**src/rtl/irq_pkg.sv**
```systemverilog
// Shared constants and FSM encoding for the interrupt arbiter.
package irq_pkg;

    localparam int unsigned NSRC = 8;

    localparam logic [1:0] OFF_MASK = 2'd0;
    localparam logic [1:0] OFF_PEND = 2'd1;
    localparam logic [1:0] OFF_OVF  = 2'd2;
    localparam logic [1:0] OFF_CUR  = 2'd3;

    typedef enum logic [1:0] {
        StIdle    = 2'd0,
        StWaitAck = 2'd1,
        StGap     = 2'd2
    } irq_state_e;

endpackage

```
**src/rtl/prio_enc8.sv**
```systemverilog
// Lowest-set-bit encoder: bit 0 has the highest priority.
module prio_enc8 (
    input  logic [7:0] req,
    output logic       valid,
    output logic [2:0] idx
);

    always_comb begin
        valid = |req;
        idx   = 3'd0;
        for (int i = 7; i >= 0; i--) begin
            if (req[i]) begin
                idx = 3'(i);
            end
        end
    end

endmodule

```
**src/rtl/irq_arbiter.sv**
```systemverilog
// Memory-mapped interrupt controller: latches request pulses, masks them and
// dispatches the highest-priority one to the core with a toggle-style intr.
module irq_arbiter
    import irq_pkg::*;
#(
    parameter logic [15:0] BASE = 16'h0024
) (
    input  logic            clock,
    input  logic            reset_n,
    input  logic [NSRC-1:0] irq,
    input  logic [15:0]     address,
    input  logic [7:0]      wdata,
    input  logic            we,
    input  logic            read,
    output logic [7:0]      rdata,
    output logic            hit,
    output logic            intr,
    output logic [2:0]      vect,
    input  logic            ack
);

    irq_state_e      state;
    logic [NSRC-1:0] mask, pend, ovf;
    logic [NSRC-1:0] pend_next, ovf_next, pend_clr, ovf_clr;
    logic [15:0]     offset;
    logic [1:0]      off;
    logic            mask_we, pend_we, ovf_we, ack_accept;
    logic            sel_valid;
    logic [2:0]      sel_idx;
    logic            unused_read;

    // read strobe has no side effects on any register
    assign unused_read = read;

    // Full 16-bit window compare; wrap-around of the subtraction lands outside.
    assign offset = address - BASE;
    assign hit    = (offset < 16'd4);
    assign off    = offset[1:0];

    assign mask_we    = we && hit && (off == OFF_MASK);
    assign pend_we    = we && hit && (off == OFF_PEND);
    assign ovf_we     = we && hit && (off == OFF_OVF);
    assign ack_accept = (state == StWaitAck) && ack;

    always_comb begin
        pend_clr  = (pend_we ? wdata : '0) | (ack_accept ? (NSRC'(1) << vect) : '0);
        ovf_clr   = ovf_we ? wdata : '0;
        // new requests override any clear arriving in the same cycle
        pend_next = (pend & ~pend_clr) | irq;
        ovf_next  = (ovf & ~ovf_clr) | (irq & pend);
    end

    always_comb begin
        rdata = 8'h00;
        if (hit) begin
            unique case (off)
                OFF_MASK: rdata = mask;
                OFF_PEND: rdata = pend;
                OFF_OVF:  rdata = ovf;
                OFF_CUR:  rdata = {4'b0000, state == StWaitAck, vect};
                default:  rdata = 8'h00;
            endcase
        end
    end

    prio_enc8 u_prio_enc8 (
        .req   (pend & mask),
        .valid (sel_valid),
        .idx   (sel_idx)
    );

    always_ff @(posedge clock or negedge reset_n) begin
        if (!reset_n) begin
            state <= StIdle;
            mask  <= '0;
            pend  <= '0;
            ovf   <= '0;
            intr  <= 1'b0;
            vect  <= 3'd0;
        end else begin
            pend <= pend_next;
            ovf  <= ovf_next;
            if (mask_we) begin
                mask <= wdata;
            end
            case (state)
                StIdle: begin
                    if (sel_valid) begin
                        vect  <= sel_idx;
                        intr  <= ~intr;
                        state <= StWaitAck;
                    end
                end
                StWaitAck: begin
                    if (ack) begin
                        state <= StGap;
                    end
                end
                StGap:   state <= StIdle;
                default: state <= StIdle;
            endcase
        end
    end

endmodule

```
**config.mk**
```make
export PLATFORM = sky130hd
export DESIGN_NAME = irq_arbiter
export DESIGN_NICKNAME = d
export VERILOG_FILES = /design/src/rtl/irq_pkg.sv /design/src/rtl/prio_enc8.sv /design/src/rtl/irq_arbiter.sv
export SDC_FILE = /design/constraint.sdc
export NUM_CORES = 1
export LEC_CHECK = 0
export ABC_CLOCK_PERIOD_IN_PS = 3600
export CAP_MARGIN = 10
export CORE_ASPECT_RATIO = 1.5
export CORE_MARGIN = 10
export CORE_UTILIZATION = 50
export CTS_CLUSTER_SIZE = 10
export DETAILED_ROUTE_END_ITERATION = 6
export PLACE_DENSITY = 0.9
export SETUP_SLACK_MARGIN = 0.05
export SYNTH_ARGS = -nofsm -noshare
export SYNTH_HDL_FRONTEND = slang
export SYNTH_SLANG_ARGS = --single-unit
```
**constraint.sdc**
```tcl
create_clock -name clock -period 3.6 [get_ports clock]
set_input_delay 0.72 -clock clock [delete_from_list [all_inputs] [get_ports clock]]
set_output_delay 0.72 -clock clock [all_outputs]
set_load 0.02 [all_outputs]
```
==> key figures <==
Die
  – Die Span Y: 90.5 um
  – Initial Util: 52.4%
  – Row count: 25
  – I/O pin count: 50
  – Die X: 67.0 um
  – Die ar.: 6060 um2
  – Core area: 3160 um2

Clock tree
  – Clk buf depth: 2
  – CTS tree: done
  – Later-pin clock latency in the skew report: 280 ps
  – Sink Count: 30
  – Clock Tree Root: clkbuf_8
  – H-tree depth: 2
  – Clock-pin slew on the worst setup and hold paths: 60 ps
  – TritonCTS Buffers: 5
  – CTS Hold Buffers Added: 0

Route
  – Vias: 1,549
  – Initial DRC count: 89
  – TritonRoute pass-1 iters: 4
  – WL per Instance: 20.7 um
  – DRT antenna net count: 0
  – Vias per inst: 6.12
  – Detailed Route WL: 5230 um
  – # DRC: 0

Layout
  – P&R area growth vs syn: 40.2%
  – Fill cell count: 228
  – Final nets: 250
  – Final Cell Area: 2320 um2
  – Antenna cells: 0
  – Layout cells sized above 1: 18.3%

Timing
  – Final hold vios: 0
  – Period utilization: 94.2%
  – Worst slew pin tran: 683 ps
  – Achievable frequency: 295 MHz
  – Final setup viols: 0
  – Unrepaired setup endpoints after global routing: false
  – Clock skew: 4.58 ps
  – Max-slew violation count: 0
  – Setup TNS: 0 ps
  – Slew headroom: 54.3%
  – Hold slack: 482 ps
  – Post-layout min period: 3390 ps

Power and ir drop
  – Sequential power share: 50.0%
  – Tot Pwr: 684 uW
  – Switching Power: 157 uW
  – Int Power: 526 uW
  – Clock Power Share: 36.4%
  – Gate power share: 13.7%
  – LEAKAGE: 0.953 nW
  – Switching Share: 23.0%
  – Maximum VDD drop: 0.327 mV
  – Pwr dens: 294 nW/um2

Synthesis
  – Synthesized instance count: 156
  – Mapped cell area: 1660 um2
  – Sequential area share after synthesis: 45.3%
  – Syn avg cell area: 10.6 um2
  – Unique cell type count in the Yosys netlist: 35
  – Top post-synthesis cells by area: dfrtp_1 (45%), mux2_2 (5.4%), mux4_2 (5.4%)
  – Post-synth top area share: 45.3%
  – YS warnings: 0
  – Yosys reg bits: 30
  – Synth area leader: dfrtp_1
  – Main synth FF type: dfrtp_1
  – Ys async rst share: 100%
  – Number of synthesized flops with an enable pin: 0
  – Synthesized net count: 193

Global routing
  – Gr ovfl total: 0
  – Vias in the first global route: 1,757
  – First-pass GRT wire length: 8670 um
  – GR Util All Layers: 18.1%
  – Initial antenna violation count: 0
  – Largest net degree at the start of global routing: 31

Worst setup path
  – Most common cell on crit path: clkdlybuf4s50_1
  – Crit path kind: input pin to output pin
  – CP peak stage delay: 610 ps
  – Critical path's slowest cell: clkdlybuf4s50_1
  – Required time of the critical path: 2880 ps
  – Crit-path cells: clkdlybuf4s50_1, nor4bb_1, nand4_2, inv_2, and2_1, clkdlybuf4s50_1
  – CP Max Fanout: 8
  – CP arrival: 2670 ps
  – Crit path capture type: output pin
  – Critical path launch point type: input pin

Placed design
  – IO buf count: 48
  – Final Wtd Congestion: 0.884
  – DP Area: 2240 um2
  – Hpwl dp: 3990 um

Hold path
  – Worst hold path class: register to register

Run status
  – Outcome: finished, final reports clean

Job
  – Max-cap viol count: 0
cell families (layout without fill, tap and decap cells):
family                    Yosys count  count (layout)  share of synthesized area, %
AOI/OAI and AO/OA                  41              41                          17.6
DFF                                30              30                          45.3
buffers and inverters              13              70                          3.02
and+or+nand+nor                    55              55                          20.2
xor gates and xnor gates            1               1                         0.529
muxes                              16              16                          13.3
power by group through the flow:
| stage | combinational [mW] | sequential [mW] | clock (mW) |
|---|---|---|---|
| CTS | 0.0942 | 0.341 | 0.255 |
| floorplan | 0.0262 | 0.349 | 0 |
| finish | 0.0934 | 0.342 | 0.249 |
| global placement | 0.0904 | 0.347 | 0 |
| global route | 0.101 | 0.342 | 0.271 |
| detailed placement | 0.0935 | 0.347 | 0 |
path summary, 6_finish.rpt:
kind / from / endpoint / slack [ps] / depth (start not counted)
min: intr / intr / 480 / 1
min in group asynchronous: reset_n / ovf[2] / 830 / 2
max: address[2] / rdata[3] / 210 / 6
min reg2reg: intr / intr / 480 / 1
max reg2reg: vect[2] / pend[3] / 1850 / 4
max in group asynchronous: reset_n / mask[1] / 2480 / 2
metrics by stage:
| stage | worst slack, ps | utilization, % | cells |
|---|---|---|---|
| 2_1_floorplan | 831 | - | 156 |
| 3_3_place_gp | 158 | 71.0 | 246 |
| 3_5_place_dp | 111 | 71.0 | 246 |
| 4_1_cts | 108 | 73.4 | 253 |
| 5_1_grt | 157 | 73.5 | 253 |
| 6_report | 210 | 73.5 | 253 |
routing by layer:
layer  global-route usage, %  vias to the layer above  part of all wire [%]
met5                       0                        -                     0
met4                    9.28                        0                   3.3
met3                    4.72                       13                   6.8
met2                    30.9                       71                    52
met1                    19.5                      752                    37
li1                        -                      713                     -
layout by cell type (no fill, tap or decap), types with 2 or more instances in the layout:
cell and instances:
o21ai_0 7, clkbuf_1 2, nor2_1 10, clkbuf_8 5, mux4_2 4, or3_1 2
nand2_1 7, a31o_2 3, a21oi_1 8, and2_1 6, nand4_1 11, a22o_1 8
a41oi_1 6, nor2b_1 3, inv_1 4, or2_2 6, mux2i_1 4, a22oi_1 3
nor4_1 2, dfrtp_1 30, nand2b_1 2, clkdlybuf4s50_1 47, mux2_2 8, buf_4 9
critical path: cells and delay by family:
| family | cells | cell delay [ps] |
|---|---|---|
| buffers and inverters | 3 | 1240 |
| AND/OR/NAND/NOR | 3 | 700 |
area by class of cell:
| cell class | instances | area, um2 | share of cell area [%] |
|---|---|---|---|
| multi-input combinational | 113 | 856 | 36.9 |
| inverter | 5 | 18.8 | 0.808 |
| tap | 40 | 50.0 | 2.16 |
| clock buffer | 7 | 76.3 | 3.29 |
| timing repair buffer | 58 | 571 | 24.6 |
| sequential | 30 | 751 | 32.3 |
registers in the layout, indices dropped and copies added (netlist names):
register  count
state         2
intr          1
ovf           8
mask          8
vect          3
pend          8
Yosys cell counts (2+ instances only):
cell type	number
a21oi_1	8
a22o_1	8
a22oi_1	3
a31o_2	3
a41oi_1	6
and2_1	6
clkbuf_1	7
dfrtp_1	30
inv_1	5
mux2_2	8
mux2i_1	4
mux4_2	4
nand2_1	7
nand2b_1	2
nand4_1	11
nor2_1	10
nor2b_1	3
nor4_1	2
o21ai_0	7
or2_2	6
or3_1	2
what timing repair did:
action | in CTS | in global routing
buffers inserted | 0 | 0
endpoints found under the setup margin | 0 | 3
resized for setup | 0 | 2
No activity file was read; power rests on OpenSTA's default activity.
